File: src/rtl/adc_scan_scheduler.sv
// Avalon-MM master that configures the ADC sequencer, then scans the masked
// channel slots once per programmable frame and emits tagged sample strobes.
module adc_scan_scheduler #(
    parameter int          NUM_CH     = 6,
    parameter int          DATA_W     = 12,
    parameter int          ADDR_W     = 3,
    parameter logic [31:0] CTRL_VALUE = 32'h1,
    parameter int          PERIOD_W   = 16,
    parameter int          TIMEOUT    = 255
) (
    input  logic                clk,
    input  logic                reset,
    input  logic                enable,
    input  logic [NUM_CH-1:0]   ch_mask,
    input  logic [PERIOD_W-1:0] period,
    output logic [ADDR_W-1:0]   avm_address,
    output logic                avm_read,
    output logic                avm_write,
    output logic [31:0]         avm_writedata,
    input  logic [31:0]         avm_readdata,
    input  logic                avm_waitrequest,
    output logic [DATA_W-1:0]   sample_data,
    output logic [ADDR_W-1:0]   sample_ch,
    output logic                sample_valid,
    output logic                frame_done,
    output logic                busy,
    output logic                err_timeout
);
    localparam int STALL_W = $clog2(TIMEOUT + 1);

    typedef enum logic [2:0] {
        S_IDLE, S_CFG, S_FRAME_START, S_READ, S_SKIP, S_WAIT
    } state_t;

    state_t              state_q, state_d;
    logic [ADDR_W-1:0]   addr_q, addr_d;
    logic                read_q, read_d;
    logic                write_q, write_d;
    logic [31:0]         wdata_q, wdata_d;
    logic [NUM_CH-1:0]   mask_q, mask_d;
    logic [PERIOD_W-1:0] cnt_q, cnt_d;
    logic [STALL_W-1:0]  stall_q, stall_d;
    logic [DATA_W-1:0]   sdata_q, sdata_d;
    logic [ADDR_W-1:0]   sch_q, sch_d;
    logic                svalid_q, svalid_d;
    logic                fdone_q, fdone_d;
    logic                busy_q, busy_d;
    logic                err_q, err_d;

    logic [ADDR_W:0]     first_s, next_s;
    logic                done_s, tmo_s, period_hit_s;
    logic                unused_rdata_s;

    // Lowest set mask bit at or above start; MSB of the result flags a hit.
    function automatic logic [ADDR_W:0] find_slot(input logic [NUM_CH-1:0] m, input int start);
        logic [ADDR_W:0] r;
        r = '0;
        for (int i = NUM_CH - 1; i >= 0; i--) begin
            if (m[i] && (i >= start)) begin
                r = {1'b1, ADDR_W'(i)};
            end
        end
        return r;
    endfunction

    assign unused_rdata_s = ^avm_readdata[31:DATA_W];
    assign first_s        = find_slot(ch_mask, 0);
    assign next_s         = find_slot(mask_q, int'(addr_q) + 1);
    assign done_s         = (read_q | write_q) & ~avm_waitrequest;
    assign tmo_s          = (read_q | write_q) & avm_waitrequest & (stall_q == STALL_W'(TIMEOUT - 1));
    // The counter reads k in the k-th cycle after FRAME_START, so the exit test is cnt+1 >= period.
    assign period_hit_s   = ({1'b0, cnt_q} + {{PERIOD_W{1'b0}}, 1'b1}) >= {1'b0, period};

    // Next-state and next-output logic.
    always_comb begin
        state_d  = state_q;
        addr_d   = addr_q;
        read_d   = read_q;
        write_d  = write_q;
        wdata_d  = wdata_q;
        mask_d   = mask_q;
        cnt_d    = (&cnt_q) ? cnt_q : cnt_q + PERIOD_W'(1);
        stall_d  = stall_q;
        sdata_d  = sdata_q;
        sch_d    = sch_q;
        svalid_d = 1'b0;
        fdone_d  = 1'b0;
        err_d    = err_q;
        case (state_q)
            S_IDLE: begin
                if (enable) begin
                    state_d = S_CFG;
                    write_d = 1'b1;
                    addr_d  = '0;
                    wdata_d = CTRL_VALUE;
                    stall_d = '0;
                end else begin
                    state_d = S_IDLE;
                end
            end
            S_CFG: begin
                if (done_s || tmo_s) begin
                    write_d = 1'b0;
                    stall_d = '0;
                    err_d   = err_q | tmo_s;
                    state_d = enable ? S_FRAME_START : S_IDLE;
                end else begin
                    stall_d = stall_q + STALL_W'(1);
                end
            end
            S_FRAME_START: begin
                mask_d  = ch_mask;
                cnt_d   = PERIOD_W'(1);
                stall_d = '0;
                if (first_s[ADDR_W]) begin
                    read_d  = 1'b1;
                    addr_d  = first_s[ADDR_W-1:0];
                    state_d = S_READ;
                end else begin
                    fdone_d = 1'b1;
                    state_d = S_WAIT;
                end
            end
            S_READ: begin
                if (done_s) begin
                    sdata_d  = avm_readdata[DATA_W-1:0];
                    sch_d    = addr_q;
                    svalid_d = 1'b1;
                    stall_d  = '0;
                    if (!enable) begin
                        read_d  = 1'b0;
                        state_d = S_IDLE;
                    end else if (next_s[ADDR_W]) begin
                        addr_d = next_s[ADDR_W-1:0];
                    end else begin
                        read_d  = 1'b0;
                        fdone_d = 1'b1;
                        state_d = S_WAIT;
                    end
                end else if (tmo_s) begin
                    read_d  = 1'b0;
                    err_d   = 1'b1;
                    stall_d = '0;
                    state_d = S_SKIP;
                end else begin
                    stall_d = stall_q + STALL_W'(1);
                end
            end
            // One idle bus cycle after an abandoned read, then carry on with the scan.
            S_SKIP: begin
                if (!enable) begin
                    state_d = S_IDLE;
                end else if (next_s[ADDR_W]) begin
                    read_d  = 1'b1;
                    addr_d  = next_s[ADDR_W-1:0];
                    state_d = S_READ;
                end else begin
                    fdone_d = 1'b1;
                    state_d = S_WAIT;
                end
            end
            S_WAIT: begin
                if (!enable) begin
                    state_d = S_IDLE;
                end else if (period_hit_s) begin
                    state_d = S_FRAME_START;
                end else begin
                    state_d = S_WAIT;
                end
            end
            default: begin
                state_d = S_IDLE;
                read_d  = 1'b0;
                write_d = 1'b0;
            end
        endcase
        busy_d = (state_d != S_IDLE);
    end

    // State and registered outputs.
    always_ff @(posedge clk or posedge reset) begin
        if (reset) begin
            state_q  <= S_IDLE;
            addr_q   <= '0;
            read_q   <= 1'b0;
            write_q  <= 1'b0;
            wdata_q  <= 32'h0;
            mask_q   <= '0;
            cnt_q    <= '0;
            stall_q  <= '0;
            sdata_q  <= '0;
            sch_q    <= '0;
            svalid_q <= 1'b0;
            fdone_q  <= 1'b0;
            busy_q   <= 1'b0;
            err_q    <= 1'b0;
        end else begin
            state_q  <= state_d;
            addr_q   <= addr_d;
            read_q   <= read_d;
            write_q  <= write_d;
            wdata_q  <= wdata_d;
            mask_q   <= mask_d;
            cnt_q    <= cnt_d;
            stall_q  <= stall_d;
            sdata_q  <= sdata_d;
            sch_q    <= sch_d;
            svalid_q <= svalid_d;
            fdone_q  <= fdone_d;
            busy_q   <= busy_d;
            err_q    <= err_d;
        end
    end

    assign avm_address   = addr_q;
    assign avm_read      = read_q;
    assign avm_write     = write_q;
    assign avm_writedata = wdata_q;
    assign sample_data   = sdata_q;
    assign sample_ch     = sch_q;
    assign sample_valid  = svalid_q;
    assign frame_done    = fdone_q;
    assign busy          = busy_q;
    assign err_timeout   = err_q;
endmodule

File: config.mk
export PLATFORM = sky130hd
export DESIGN_NAME = adc_scan_scheduler
export DESIGN_NICKNAME = d
export VERILOG_FILES = /design/src/rtl/adc_scan_scheduler.sv
export SDC_FILE = /design/constraint.sdc
export NUM_CORES = 1
export LEC_CHECK = 0
export BUFFER_PORTS_ARGS = -buffer_cell sky130_fd_sc_hd__buf_4
export CAP_MARGIN = 25
export CELL_PAD_IN_SITES_DETAIL_PLACEMENT = 0
export CELL_PAD_IN_SITES_GLOBAL_PLACEMENT = 1
export CORE_UTILIZATION = 35
export CTS_CLUSTER_DIAMETER = 60
export DETAILED_ROUTE_END_ITERATION = 16
export PLACE_DENSITY_LB_ADDON = 0.1
export SLEW_MARGIN = 30
export SYNTH_ARGS = -nofsm -noshare
export SYNTH_HDL_FRONTEND = slang
export SYNTH_SLANG_ARGS = --single-unit
File: constraint.sdc
create_clock -name clk -period 2.6 [get_ports clk]
set_input_delay 0.39 -clock clk [delete_from_list [all_inputs] [get_ports clk]]
set_output_delay 0.39 -clock clk [all_outputs]
set_load 0.02 [all_outputs]
* Yosys cells after proc, flatten, opt, wreduce, memory -nomap -nowiden
Cells that the tools add are included.
W data, S select, Z words.
** Operators by class
- Add/sub/neg operators :: 4
- $mul :: 0
- Divide/modulo/power cells :: 0
- Order comparisons :: 7
- Equal/unequal tests :: 17
- Shifts and indexed selects :: 0
- Mux-type cells :: 60
- Bitwise operators :: 8
- Reductions and logical operators :: 22
** Operators with widths (number)
- $mux W4 :: 12
- $mux W3 :: 15
- $mux W16 :: 2
- $mux W8 :: 4
- $pmux W8 S4 :: 1
- $mux W1 :: 19
- $pmux W3 S6 :: 1
- $add A16 B1 Y17 const B :: 1
- $ge A17 B16 Y1 :: 1
- $add A16 B1 Y16 const B :: 1
- $ne A2 B2 Y1 const B :: 8
- $reduce_and A16 Y1 :: 1
- $pmux W3 S4 :: 1
- $add A8 B1 Y8 const B :: 1
- $eq A8 B8 Y1 const B :: 1
- $ge A1 B4 Y1 const A :: 2
- $ge A2 B4 Y1 const A :: 2
- $ge A3 B4 Y1 const A :: 2
- $reduce_and A4 Y1 :: 2
- $reduce_bool A4 Y1 :: 2
- $eq A3 B2 Y1 const B :: 2
- $eq A3 B3 Y1 const B :: 2
- $logic_and A1 B1 Y1 :: 6
- $pmux W1 S3 :: 2
- 20 further kinds :: 27
** Storage, ports and cells
- Bits in registers :: 58
- Bits in latches :: 0
- Bits in writable memories :: 0
- Bits in read-only memories :: 0
- Word-level logic and storage cells :: 132
- Memories :: 0

* Longest topological paths before layout
Gate-level depths: netlist of the first run.
- Depth in word-level cells :: 14
- Mapped depth :: 12
- Gate-level depth less buffers :: 12

* Worst setup path after synthesis of the first run
Ideal clock, no wire load.
- Path kind :: flip-flop to flip-flop
- Start :: reg cnt_q[0]
- End :: reg state_q[0]
- Data arrival time :: 2.530 ns
- Data required time :: 2.446 ns
- Path slack :: -0.084 ns
- Stages on the path, launching flop included :: 12
- Path buffers :: 0
- Period minus slack after synthesis :: 2.684 ns
- Cells stage by stage :: dfrtp_1 ha_1 and4_1 nand4_1 xnor2_1 ha_1 nand4_1 or3_1 a311o_1 o211ai_1 or3_1 o311ai_1
** On the way
- Word-level cells in the longest chain between the ends :: 5
** RTL lines
- from (decl) :: RTL line 41 : logic [PERIOD_W-1:0] cnt_q, cnt_d;
- from (signal assigned) :: RTL line 204 : cnt_q <= cnt_d;
- $add A16 B1 Y17 :: RTL line 72 : assign period_hit_s = ({1'b0, cnt_q} + {{PERIOD_W{1'b0}}, 1'b1}) >= {1'b0, period};
- $ge A17 B16 Y1 :: RTL line 72
- $mux W3 :: RTL line 165 : end else if (period_hit_s) begin
- $mux W3 :: RTL line 163 : if (!enable) begin
- $pmux W3 S6 :: RTL line 89 : case (state_q)
- via state_d[0] :: RTL line 35 : state_t state_q, state_d;
- to (signal assigned) :: RTL line 198 : state_q <= state_d;
- to (decl) :: RTL line 35
The timed path passes the listed nets, and every way through them passes these cells.
A chain may end at the register's enable or synchronous reset.

* Final worst setup path of the first run
Ends and elaborated chain as after synthesis.

==> key figures, run 1 <==
Worst setup path
  • Crit-path slowest cell: or3_1
  • Crit path DAT: 2.90 ns
  • R2R depth: 11
  • Critical path class: flop to flop
  • CP Launch Type: flop
  • Crit-path max FO: 3
  • CP Cell Sequence: ha_2 > and4_4 > nand4_1 > xnor2_2 > ha_1 > nand4_1 > or3_1 > a311o_1 > o211ai_1 > or3_1 > o311ai_1
  • Critical Path End Type: flop
  • Critical path data required time: 2.79 ns
  • Critical Path Max Stage Delay: 0.37 ns

Floorplanning
  • Initial Util: 36.1%
  • Core area: 0.0104 sq mm
  • Die area: 0.0111 sq mm
  • Top Ports: 114
  • Site Rows: 37
  • Die width: 105 um
  • Chip height: 105 um

Place
  • Placer congestion estimate: 0.781
  • DP Worst Slack: -0.241 ns
  • DP Cell Count: 640
  • PortBufs: 62
  • DPL Wire Length: 6.57 mm
  • Area after DPL: 0.00451 sq mm

CTS
  • CTS buffer count: 9
  • Clock Tree Buf Depth: 2
  • CTS tree: built
  • Reg clk slew, reported paths: 0.08 ns
  • Sink Count: 58
  • CTS root buf: clkbuf_8
  • H-tree Lvls: 3
  • Worst skew pair latency: 0.34 ns

Final layout
  • Final Cell Area: 0.00478 sq mm
  • Final std cells w/o fill: 658
  • Share of layout cells above drive strength 1: 29.1%
  • Layout Utilization: 46.1%
  • Area grow syn2layout: 27.5%
  • Nets: 597
  • Filler cell count: 1054
  • Antenna Cells: 0

Timing
  • Final hold slack: 0.251 ns
  • Max Slew Vio Count: 0
  • Final setup viols: 3
  • Final worst-path setup slack: -0.105 ns
  • Fin Clk Skew: 0.00813 ns
  • Unrepaired setup endpoints after global routing: true
  • Tcrit/Tclk final: 104%
  • Achievable frequency: 0.370 GHz
  • Minimum clock period: 2.71 ns
  • Relative slew slack: 49.9%
  • Least-Margin Pin Slew: 0.751 ns
  • Final hold vios: 0

Status
  • Status: finished with violations
  • Failing checks: negative setup slack

GRT
  • All-Layer GR Usage: 16.4%
  • Total global routing overflow: 0
  • Pin count of the biggest net entering global routing: 59
  • Number of global-route vias before repair: 3113
  • Initial antenna violation count: 0
  • Wire length of the first global-routing pass: 14.6 mm

Yosys
  • Mapped Cells: 414
  • Avg Synthesized Cell Area: 9.05 sq um
  • Synth top cells by count: 58 x dfrtp_1, 49 x nand2_1, 38 x nor2_1, 32 x buf_4, 28 x inv_1
  • Leading area contributor after synthesis: dfrtp_1
  • Area contributors post-synth: dfrtp_1 39%, ha_1 7.3%, buf_4 6.4%, nand2_1 4.9%, mux2_2 4.5%
  • Asr flop ratio synth: 100%
  • Post-Syn Area: 0.00375 sq mm
  • YS warnings: 0
  • Cell variety after synth: 59
  • EDFF count, synth: 0
  • Most common cell in the netlist: dfrtp_1
  • Synth top area share: 38.7%
  • Register area share after synthesis: 38.7%
  • Most used DFF post-synth: dfrtp_1
  • #FFs+latches synth: 58

Hold path
  • Min-Delay Path Class: primary input to asynchronous set/reset pin

Routing
  • Routed wire per std cell: 13.1 um
  • Vias per inst: 4.84
  • Starting DRC count in detailed routing: 117
  • Post-route ant nets: 0
  • DR vias: 3188
  • Drt total wl: 8.60 mm
  • # DRC: 0
  • Router iterations before antenna repair: 4

Pwr
  • Switching Share: 40.3%
  • Peak VDD IR: 0.418 mV
  • Pleak: 2.37 nW
  • Comb pwr share: 46.1%
  • Pwr dens: 918 mW/mm^2
  • Internal Power: 2.62 mW
  • Sequential Power Share: 32.2%
  • Clock share of power: 21.7%
  • P_sw: 1.77 mW

Job
  • Maxcap violations: 0
## final cells by class
cell class | instances | area, sq um | area share (%)
inverter | 29 | 109 | 2.28
tap | 136 | 170 | 3.56
multi-input combinational | 318 | 2060 | 43.1
clock buffer | 9 | 124 | 2.59
clock inverter | 7 | 103 | 2.15
timing repair buffer | 101 | 762 | 15.9
sequential | 58 | 1450 | 30.4
## state kept, by name, summed over array words and instances, names as in the netlist, 3 cells and up
register / flops
sample_ch: 3
state_q: 3
sample_data: 12
mask_q: 6
stall_q: 8
avm_address: 3
cnt_q: 16
## power groups by stage
stage	clock network [mW]	logic [mW]	registers [mW]
floorplan	0	1.18	1.58
global placement	0	2.01	1.42
detailed placement	0	2.03	1.43
CTS	0.974	2.04	1.41
global route	1.01	2.24	1.46
finish	0.954	2.02	1.41
## cell usage in the layout, fill, tap and decap left out, types with 4 or more instances in the layout
cell      count
nand2_1      49
xor2_1        6
nor3_1        6
dfrtp_1      57
mux2_2       15
nand4_1       9
ha_1         21
o21ai_0      22
xnor2_1       8
o31ai_1       4
buf_4       100
a21o_1        5
o21a_1        9
nand3_1      17
clkbuf_8      9
inv_1        27
nor2_1       37
a21oi_1      15
conb_1       31
o211ai_1      4
nand2b_1      5
mux2i_1       4
## routing by layer
metal	up-vias	wire [um]	global-route usage, %
li1	1591	-	-
met1	1526	4150	21.3
met2	60	4090	27.4
met3	11	258	3.46
met4	0	102	4.83
met5	-	0	0
## stage by stage
step | TNS, ns | total power, mW
global placement | -0.380 | 3.43
global route | -0.747 | 4.71
detailed placement | -0.568 | 3.46
CTS | -0.371 | 4.43
finish | -0.184 | 4.39
floorplan | 0 | 2.76
## path summary, 6_finish.rpt
path | from | endpoint | slack (ns)
setup / recovery | cnt_q[0] | state_q[0] | -0.11
hold / removal | reset | sample_data[11] | 0.25
setup reg to reg | cnt_q[0] | state_q[0] | -0.11
hold reg to reg | avm_writedata[0] | avm_writedata[0] | 0.46
max in group asynchronous | reset | avm_address[0] | 1.83
min in group clk | ch_mask[5] | mask_q[5] | 0.25
## cells by family after synthesis
family | Yosys count | synth area share (%)
and+or+nand+nor | 146 | 18.9
buffers and inverters | 68 | 10.1
adders and majority gates | 22 | 7.35
other | 1 | 0.100
DFF | 58 | 38.7
xor gates and xnor gates | 15 | 3.51
muxes | 21 | 6.18
AOI/OAI and AO/OA | 83 | 15.2
## timing repair
action	in CTS	in global routing
buffers inserted	1	1
pin swaps	0	12
gates resized for setup	5	4
hold buffers	0	0
endpoints found under the setup margin	3	6
## critical path: cells and delay by family (launching register included)
| family | cells | cell delay (ns) |
|---|---|---|
| adders and majority gates | 2 | 0.49 |
| xor gates and xnor gates | 1 | 0.17 |
| DFF | 1 | 0.36 |
| and+or+nand+nor | 5 | 1.04 |
| AOI/OAI and AO/OA | 3 | 0.51 |
No activity file was read; power rests on OpenSTA's default activity.
==> run 2: changes to the inputs <==
--- a/config.mk
+++ b/config.mk
@@ -9,11 +9,11 @@
 export CAP_MARGIN = 25
 export CELL_PAD_IN_SITES_DETAIL_PLACEMENT = 0
 export CELL_PAD_IN_SITES_GLOBAL_PLACEMENT = 1
+export CORE_MARGIN = 3
 export CORE_UTILIZATION = 35
 export CTS_CLUSTER_DIAMETER = 60
 export DETAILED_ROUTE_END_ITERATION = 16
 export PLACE_DENSITY_LB_ADDON = 0.1
-export SLEW_MARGIN = 30
 export SYNTH_ARGS = -nofsm -noshare
 export SYNTH_HDL_FRONTEND = slang
 export SYNTH_SLANG_ARGS = --single-unit
==> key figures, run 2 (synthesis results as in run 1) <==
Status
  • Failing checks: negative setup slack (unchanged)
  • Status: finished with violations (unchanged)

Worst setup path
  • Critical path data required time: 2.78 ns (was 2.79 ns)
  • Crit-path slowest cell: dfrtp_1 (was or3_1)
  • Most frequent CP cell: buf_4
  • Buf/Inv on CP: 3 (was 0)
  • Critical path depth in cells: 13 (was 11)
  • Critical Path Max Stage Delay: 0.39 ns (was 0.37 ns)
  • Crit path DAT: 2.94 ns (was 2.90 ns)
  • CP Launch Type: flop (unchanged)
  • R2R depth: 13 (was 11)
  • Crit-path max FO: 3 (unchanged)
  • Critical path class: flop to flop (unchanged)
  • CP Cell Sequence: ha_2 > buf_4 > buf_4 > buf_4 > nand3_1 > xnor2_1 > ha_1 > nand4_1 > or3_1 > a311o_1 > o211ai_1 > or3_1 > o311ai_1 (was ha_2 > and4_4 > nand4_1 > xnor2_2 > ha_1 > nand4_1 > or3_1 > a311o_1 > o211ai_1 > or3_1 > o311ai_1)
  • Critical Path End Type: flop (unchanged)
  • CP top delay family: simple AND/OR/NAND/NOR gates (unchanged)

Final layout
  • Register with the highest flop count: cnt_q (unchanged)
  • Share of layout cells above drive strength 1: 29.6% (was 29.1%)
  • Commonest non-fill, non-tap cell in the layout: buf_4 (unchanged)
  • Area grow syn2layout: 28.8% (was 27.5%)
  • Final Cell Area: 0.00483 sq mm (was 0.00478 sq mm)
  • Nets: 600 (was 597)
  • Highest-count cells in the layout ignoring fill and taps: 103 x buf_4, 57 x dfrtp_1, 49 x nand2_1 (was 100 x buf_4, 57 x dfrtp_1, 49 x nand2_1)
  • Filler cell count: 1052 (was 1054)
  • Number of flip-flops under the largest register name: 16 (unchanged)
  • Antenna Cells: 0 (unchanged)

Job
  • Maxcap violations: 0 (unchanged)

Routing
  • Router iterations before antenna repair: 4 (unchanged)
  • DR vias: 3207 (was 3188)
  • Vias per inst: 4.86 (was 4.84)
  • Post-route ant nets: 0 (unchanged)
  • Routed wire per std cell: 13.5 um (was 13.1 um)
  • Starting DRC count in detailed routing: 129 (was 117)
  • # DRC: 0 (unchanged)
  • Drt total wl: 8.92 mm (was 8.60 mm)

GRT
  • Number of global-route vias before repair: 3055 (was 3113)
  • All-Layer GR Usage: 15.3% (was 16.4%)
  • Total global routing overflow: 0 (unchanged)
  • Initial antenna violation count: 0 (unchanged)
  • Wire length of the first global-routing pass: 14.5 mm (was 14.6 mm)
  • Pin count of the biggest net entering global routing: 32 (was 59)

CTS
  • Clock Tree Buf Depth: 2 (unchanged)
  • H-tree Lvls: 3 (unchanged)
  • CTS buffer count: 9 (unchanged)
  • CTS root buf: clkbuf_8 (unchanged)
  • Worst skew pair latency: 0.34 ns (about the same)
  • Reg clk slew, reported paths: 0.07 ns (was 0.08 ns)
  • CTS tree: built (unchanged)
  • Sink Count: 58 (unchanged)
  • Hold-fix buffers at CTS: 0 (unchanged)

Pwr
  • Peak VDD IR: 0.428 mV (was 0.418 mV)
  • Pleak: 2.41 nW (was 2.37 nW)
  • Final Power: 4.49 mW (was 4.39 mW)
  • Pwr dens: 931 mW/mm^2 (was 918 mW/mm^2)

Hold path
  • Min-Delay Path Class: primary input to asynchronous set/reset pin (unchanged)

Place
  • Placer congestion estimate: 0.788 (was 0.781)
  • Area after DPL: 0.00452 sq mm (was 0.00451 sq mm)
  • PortBufs: 62 (unchanged)
  • DPL Wire Length: 6.90 mm (was 6.57 mm)
  • DP Worst Slack: -0.224 ns (was -0.241 ns)

Timing
  • Max Slew Vio Count: 0 (unchanged)
  • Achievable frequency: 0.362 GHz (was 0.370 GHz)
  • Final hold vios: 0 (unchanged)
  • Least-Margin Pin Slew: 0.654 ns (was 0.751 ns)
  • Minimum clock period: 2.76 ns (was 2.71 ns)
  • Final setup viols: 3 (unchanged)
  • Tcrit/Tclk final: 106% (was 104%)
  • Relative slew slack: 56.3% (was 49.9%)
  • Unrepaired setup endpoints after global routing: true (unchanged)
  • Fin Clk Skew: 0.00931 ns (was 0.00813 ns)
  • Final worst-path setup slack: -0.162 ns (was -0.105 ns)

Floorplanning
  • Site Rows: 37 (unchanged)
  • Core area: 0.0104 sq mm (unchanged)
  • Initial Util: 36.1% (unchanged)
  • Die width: 109 um (was 105 um)
  • Die area: 0.0120 sq mm (was 0.0111 sq mm)
  • Top Ports: 114 (unchanged)
  • Chip height: 109 um (was 105 um)
-- run 2: cell count changes in the layout (fill, tap and decap cells not counted), sizes merged --
cell    change
bufinv      +1
clkinv      -2
clkbuf      +1
buf         +3
inv         -1
-- run 2: stage by stage --
stage,utilization [%],TNS [ns],cells,hold WS (ns)
2_1_floorplan,-,0,444,0.438
3_3_place_gp,43.6,-0.399,640,0.456
3_5_place_dp,43.6,-0.549,640,0.470
4_1_cts,46.4,-0.407,658,0.150
5_1_grt,46.6,-0.801,660,0.191
6_report,46.6,-0.345,660,0.142
-- run 2: final cells by class --
type,count,area [sq um],area share [%]
clock buffers,10,138,2.85
clock inverters,5,103,2.12
inverters,29,109,2.25
multi-input cells,318,2060,42.7
flip-flops and latches,58,1450,30.1
well taps,136,170,3.52
repair buffers,104,793,16.4
-- run 2: where the power goes --
| part | switching [mW] | internal, mW | total (mW) |
|---|---|---|---|
| registers | 0.230 | 1.18 | 1.41 |
| logic | 1.15 | 0.921 | 2.07 |
| clock network | 0.357 | 0.655 | 1.01 |
-- run 2: path summary, 6_finish.rpt --
kind / startpoint / endpoint / slack (ns)
max: cnt_q[0] / state_q[0] / -0.16
min: reset / sample_data[11] / 0.14
max reg2reg: cnt_q[0] / state_q[0] / -0.16
min reg2reg: err_timeout / err_timeout / 0.48
max in group asynchronous: reset / avm_address[0] / 1.85
min in group clk: ch_mask[5] / mask_q[5] / 0.26
-- run 2: metal layers --
layer  global-route usage (%)  vias to the layer above  wire length (um)
met3                     3.46                       10               358
met4                     4.19                        0                93
met1                     20.8                     1536              4120
li1                         -                     1593                 -
met2                     24.5                       68              4340
met5                        0                        -                 0
-- run 2: repair_timing --
action | in CTS | in global routing
cloned | 0 | 0
gates resized for setup | 7 | 2
buffers inserted | 3 | 2
pin swaps | 13 | 2
setup endpoints to repair | 3 | 5
-- run 2: worst reg2reg max path, delay by kind of cell (launching register included) --
kind                     cells  cell delay (ns)
AO/OA/AOI/OAI                3             0.52
XOR/XNOR                     1             0.09
adder cells (fa/ha/maj)      2             0.53
buffers and inverters        3             0.38
flip-flops                   1             0.39
AND/OR/NAND/NOR              4             0.71
==> run 3: changes to the inputs <==
--- a/config.mk
+++ b/config.mk
@@ -10,7 +10,7 @@
 export CELL_PAD_IN_SITES_DETAIL_PLACEMENT = 0
 export CELL_PAD_IN_SITES_GLOBAL_PLACEMENT = 1
 export CORE_MARGIN = 3
-export CORE_UTILIZATION = 35
+export CORE_UTILIZATION = 38
 export CTS_CLUSTER_DIAMETER = 60
 export DETAILED_ROUTE_END_ITERATION = 16
 export PLACE_DENSITY_LB_ADDON = 0.1
==> constraint.sdc (replaced) <==
create_clock -name clk -period 2.8 [get_ports clk]
set_input_delay 0.42 -clock clk [delete_from_list [all_inputs] [get_ports clk]]
set_output_delay 0.42 -clock clk [all_outputs]
set_load 0.02 [all_outputs]
==> key figures, run 3 (synthesis results as in run 1) <==
Pwr
  • P_sw: 1.61 mW (was 1.74 mW)
  • Comb pwr share: 48.6% (was 46.0%)
  • Internal Power: 2.23 mW (was 2.76 mW)
  • Clock share of power: 17.5% (was 22.5%)
  • Sequential Power Share: 33.9% (was 31.4%)
  • Pleak: 2.29 nW (was 2.41 nW)
  • Switching Share: 41.9% (was 38.6%)
  • Peak VDD IR: 0.376 mV (was 0.428 mV)
  • Pwr dens: 829 mW/mm^2 (was 931 mW/mm^2)

Timing
  • Fin Clk Skew: 0.00940 ns (was 0.00931 ns)
  • Setup TNS: 0 ns (was -0.345 ns)
  • Least-Margin Pin Slew: 0.913 ns (was 0.654 ns)
  • Final setup viols: 0 (was 3)
  • Final worst-path setup slack: 0.0963 ns (was -0.162 ns)
  • Relative slew slack: 39.1% (was 56.3%)
  • Achievable frequency: 0.370 GHz (was 0.362 GHz)
  • Final hold slack: 0.288 ns (was 0.142 ns)
  • Tcrit/Tclk final: 96.6% (was 106%)
  • Minimum clock period: 2.70 ns (was 2.76 ns)
  • Final hold vios: 0 (unchanged)
  • Unrepaired setup endpoints after global routing: true (unchanged)
  • Max Slew Vio Count: 0 (unchanged)

Worst setup path
  • Critical path data required time: 3.04 ns (was 2.78 ns)
  • CP Launch Type: flop (unchanged)
  • Crit path DAT: 2.94 ns (about the same)
  • Reg-to-Reg Start: cnt_q[1] (was cnt_q[0])
  • R2r setup slk: 0.1 ns (was -0.16 ns)
  • Crit-path max FO: 3 (unchanged)
  • Critical path class: flop to flop (unchanged)
  • Critical Path End Type: flop (unchanged)
  • R2R depth: 12 (was 13)
  • Critical R2R Capture: state_q[0] (unchanged)

Final layout
  • Area grow syn2layout: 23.7% (was 28.8%)
  • Commonest non-fill, non-tap cell in the layout: buf_4 (unchanged)
  • Register with the highest flop count: cnt_q (unchanged)
  • Filler cell count: 931 (was 1052)
  • Nets: 586 (was 600)
  • Highest-count cells in the layout ignoring fill and taps: 90 x buf_4, 58 x dfrtp_1, 49 x nand2_1 (was 103 x buf_4, 57 x dfrtp_1, 49 x nand2_1)
  • Layout Utilization: 49.2% (was 46.6%)
  • Share of layout cells above drive strength 1: 27.4% (was 29.6%)
  • Number of flip-flops under the largest register name: 16 (unchanged)
  • Antenna Cells: 0 (unchanged)

Hold path
  • Min-Delay Path Class: primary input to asynchronous set/reset pin (unchanged)

Floorplanning
  • Die area: 0.0111 sq mm (was 0.0120 sq mm)
  • Initial Util: 39.8% (was 36.1%)
  • Die width: 105 um (was 109 um)
  • Top Ports: 114 (unchanged)
  • Site Rows: 35 (was 37)
  • Chip height: 105 um (was 109 um)
  • Core area: 0.00942 sq mm (was 0.0104 sq mm)

Place
  • Placer congestion estimate: 0.832 (was 0.788)
  • DP Worst Slack: -0.0197 ns (was -0.224 ns)
  • DPL Wire Length: 6.66 mm (was 6.90 mm)
  • PortBufs: 62 (unchanged)

Routing
  • # DRC: 0 (unchanged)
  • DR vias: 3129 (was 3207)
  • Drt total wl: 8.57 mm (was 8.92 mm)
  • Vias per inst: 4.89 (was 4.86)
  • Router iterations before antenna repair: 4 (unchanged)
  • Starting DRC count in detailed routing: 139 (was 129)
  • Post-route ant nets: 0 (unchanged)
  • Routed wire per std cell: 13.4 um (was 13.5 um)

CTS
  • Sink Count: 58 (unchanged)
  • Worst skew pair latency: 0.34 ns (about the same)
  • CTS tree: built (unchanged)
  • H-tree Lvls: 3 (unchanged)
  • Clock Tree Buf Depth: 2 (unchanged)
  • CTS root buf: clkbuf_8 (unchanged)
  • Reg clk slew, reported paths: 0.07 ns (about the same)
  • CTS buffer count: 9 (unchanged)

GRT
  • Initial antenna violation count: 0 (unchanged)
  • Pin count of the biggest net entering global routing: 42 (was 32)
  • All-Layer GR Usage: 16.2% (was 15.3%)
  • Wire length of the first global-routing pass: 14.7 mm (was 14.5 mm)
  • Total global routing overflow: 0 (unchanged)
  • Number of global-route vias before repair: 3047 (was 3055)

Job
  • Maxcap violations: 0 (unchanged)

Status
  • Status: completed (was finished with violations)
-- run 3: per-layer routing --
| layer | GRT usage (%) | wire length, um | vias to the layer above | part of all wire [%] |
|---|---|---|---|---|
| li1 | - | - | 1560 | - |
| met1 | 22.9 | 4220 | 1491 | 49 |
| met2 | 24.6 | 3870 | 67 | 45 |
| met3 | 3.67 | 367 | 11 | 4.3 |
| met4 | 4.97 | 114 | 0 | 1.3 |
| met5 | 0 | 0 | - | 0 |
-- run 3: per-stage QoR --
step	power, mW	cells	instance area (sq um)
2_1_floorplan	2.56	444	3860
3_3_place_gp	3.15	623	4420
3_5_place_dp	3.18	623	4420
4_1_cts	3.88	639	4600
5_1_grt	4.17	640	4640
6_report	3.84	640	4640
-- run 3: worst max-delay path by stage --
stage | start | endpoint | slack (ns) | depth (start not counted)
after CTS | cnt_q[1] | state_q[0] | 0.0004 | 11
after floorplan | cnt_q[0] | state_q[0] | 0.12 | 11
after global routing | cnt_q[1] | state_q[0] | -0.09 | 12
after global placement | cnt_q[8] | state_q[0] | 0.01 | 12
after detailed placement | cnt_q[7] | state_q[0] | -0.02 | 12
final | cnt_q[1] | state_q[0] | 0.1 | 12
-- run 3: layout make-up --
| cell class | instances | area (sq um) | share of cell area, % |
|---|---|---|---|
| inverter | 29 | 109 | 2.35 |
| tap | 129 | 161 | 3.48 |
| clock inverter | 7 | 46.3 | 0.999 |
| timing repair buffer | 90 | 676 | 14.6 |
| multi-input combinational | 318 | 2070 | 44.6 |
| clock buffer | 9 | 124 | 2.67 |
| sequential | 58 | 1450 | 31.3 |
-- run 3: critical path: stages (launching register included) --
cell      delay [ns]
dfrtp_1         0.40
ha_4            0.16
nand4_1         0.11
nor2_2          0.16
and4_1          0.24
xor2_1          0.16
ha_1            0.29
a211oi_2        0.23
o211ai_1        0.14
a21oi_1         0.14
o211ai_1        0.13
or3_1           0.35
o311ai_1        0.10
-- run 3: power groups by stage --
| stage | logic (mW) | clock network (mW) | registers [mW] |
|---|---|---|---|
| floorplan | 1.09 | 0 | 1.47 |
| global placement | 1.84 | 0 | 1.31 |
| detailed placement | 1.86 | 0 | 1.32 |
| CTS | 1.88 | 0.704 | 1.30 |
| global route | 2.07 | 0.750 | 1.35 |
| finish | 1.87 | 0.672 | 1.30 |
-- run 3: timing repair --
action,4_1_cts,5_1_grt
setup endpoints to repair,2,3
cloned,0,0
hold buffers,0,0
hold endpoints to repair,0,0
gates resized for setup,2,7
pin swaps,0,15
setup buffers,0,1
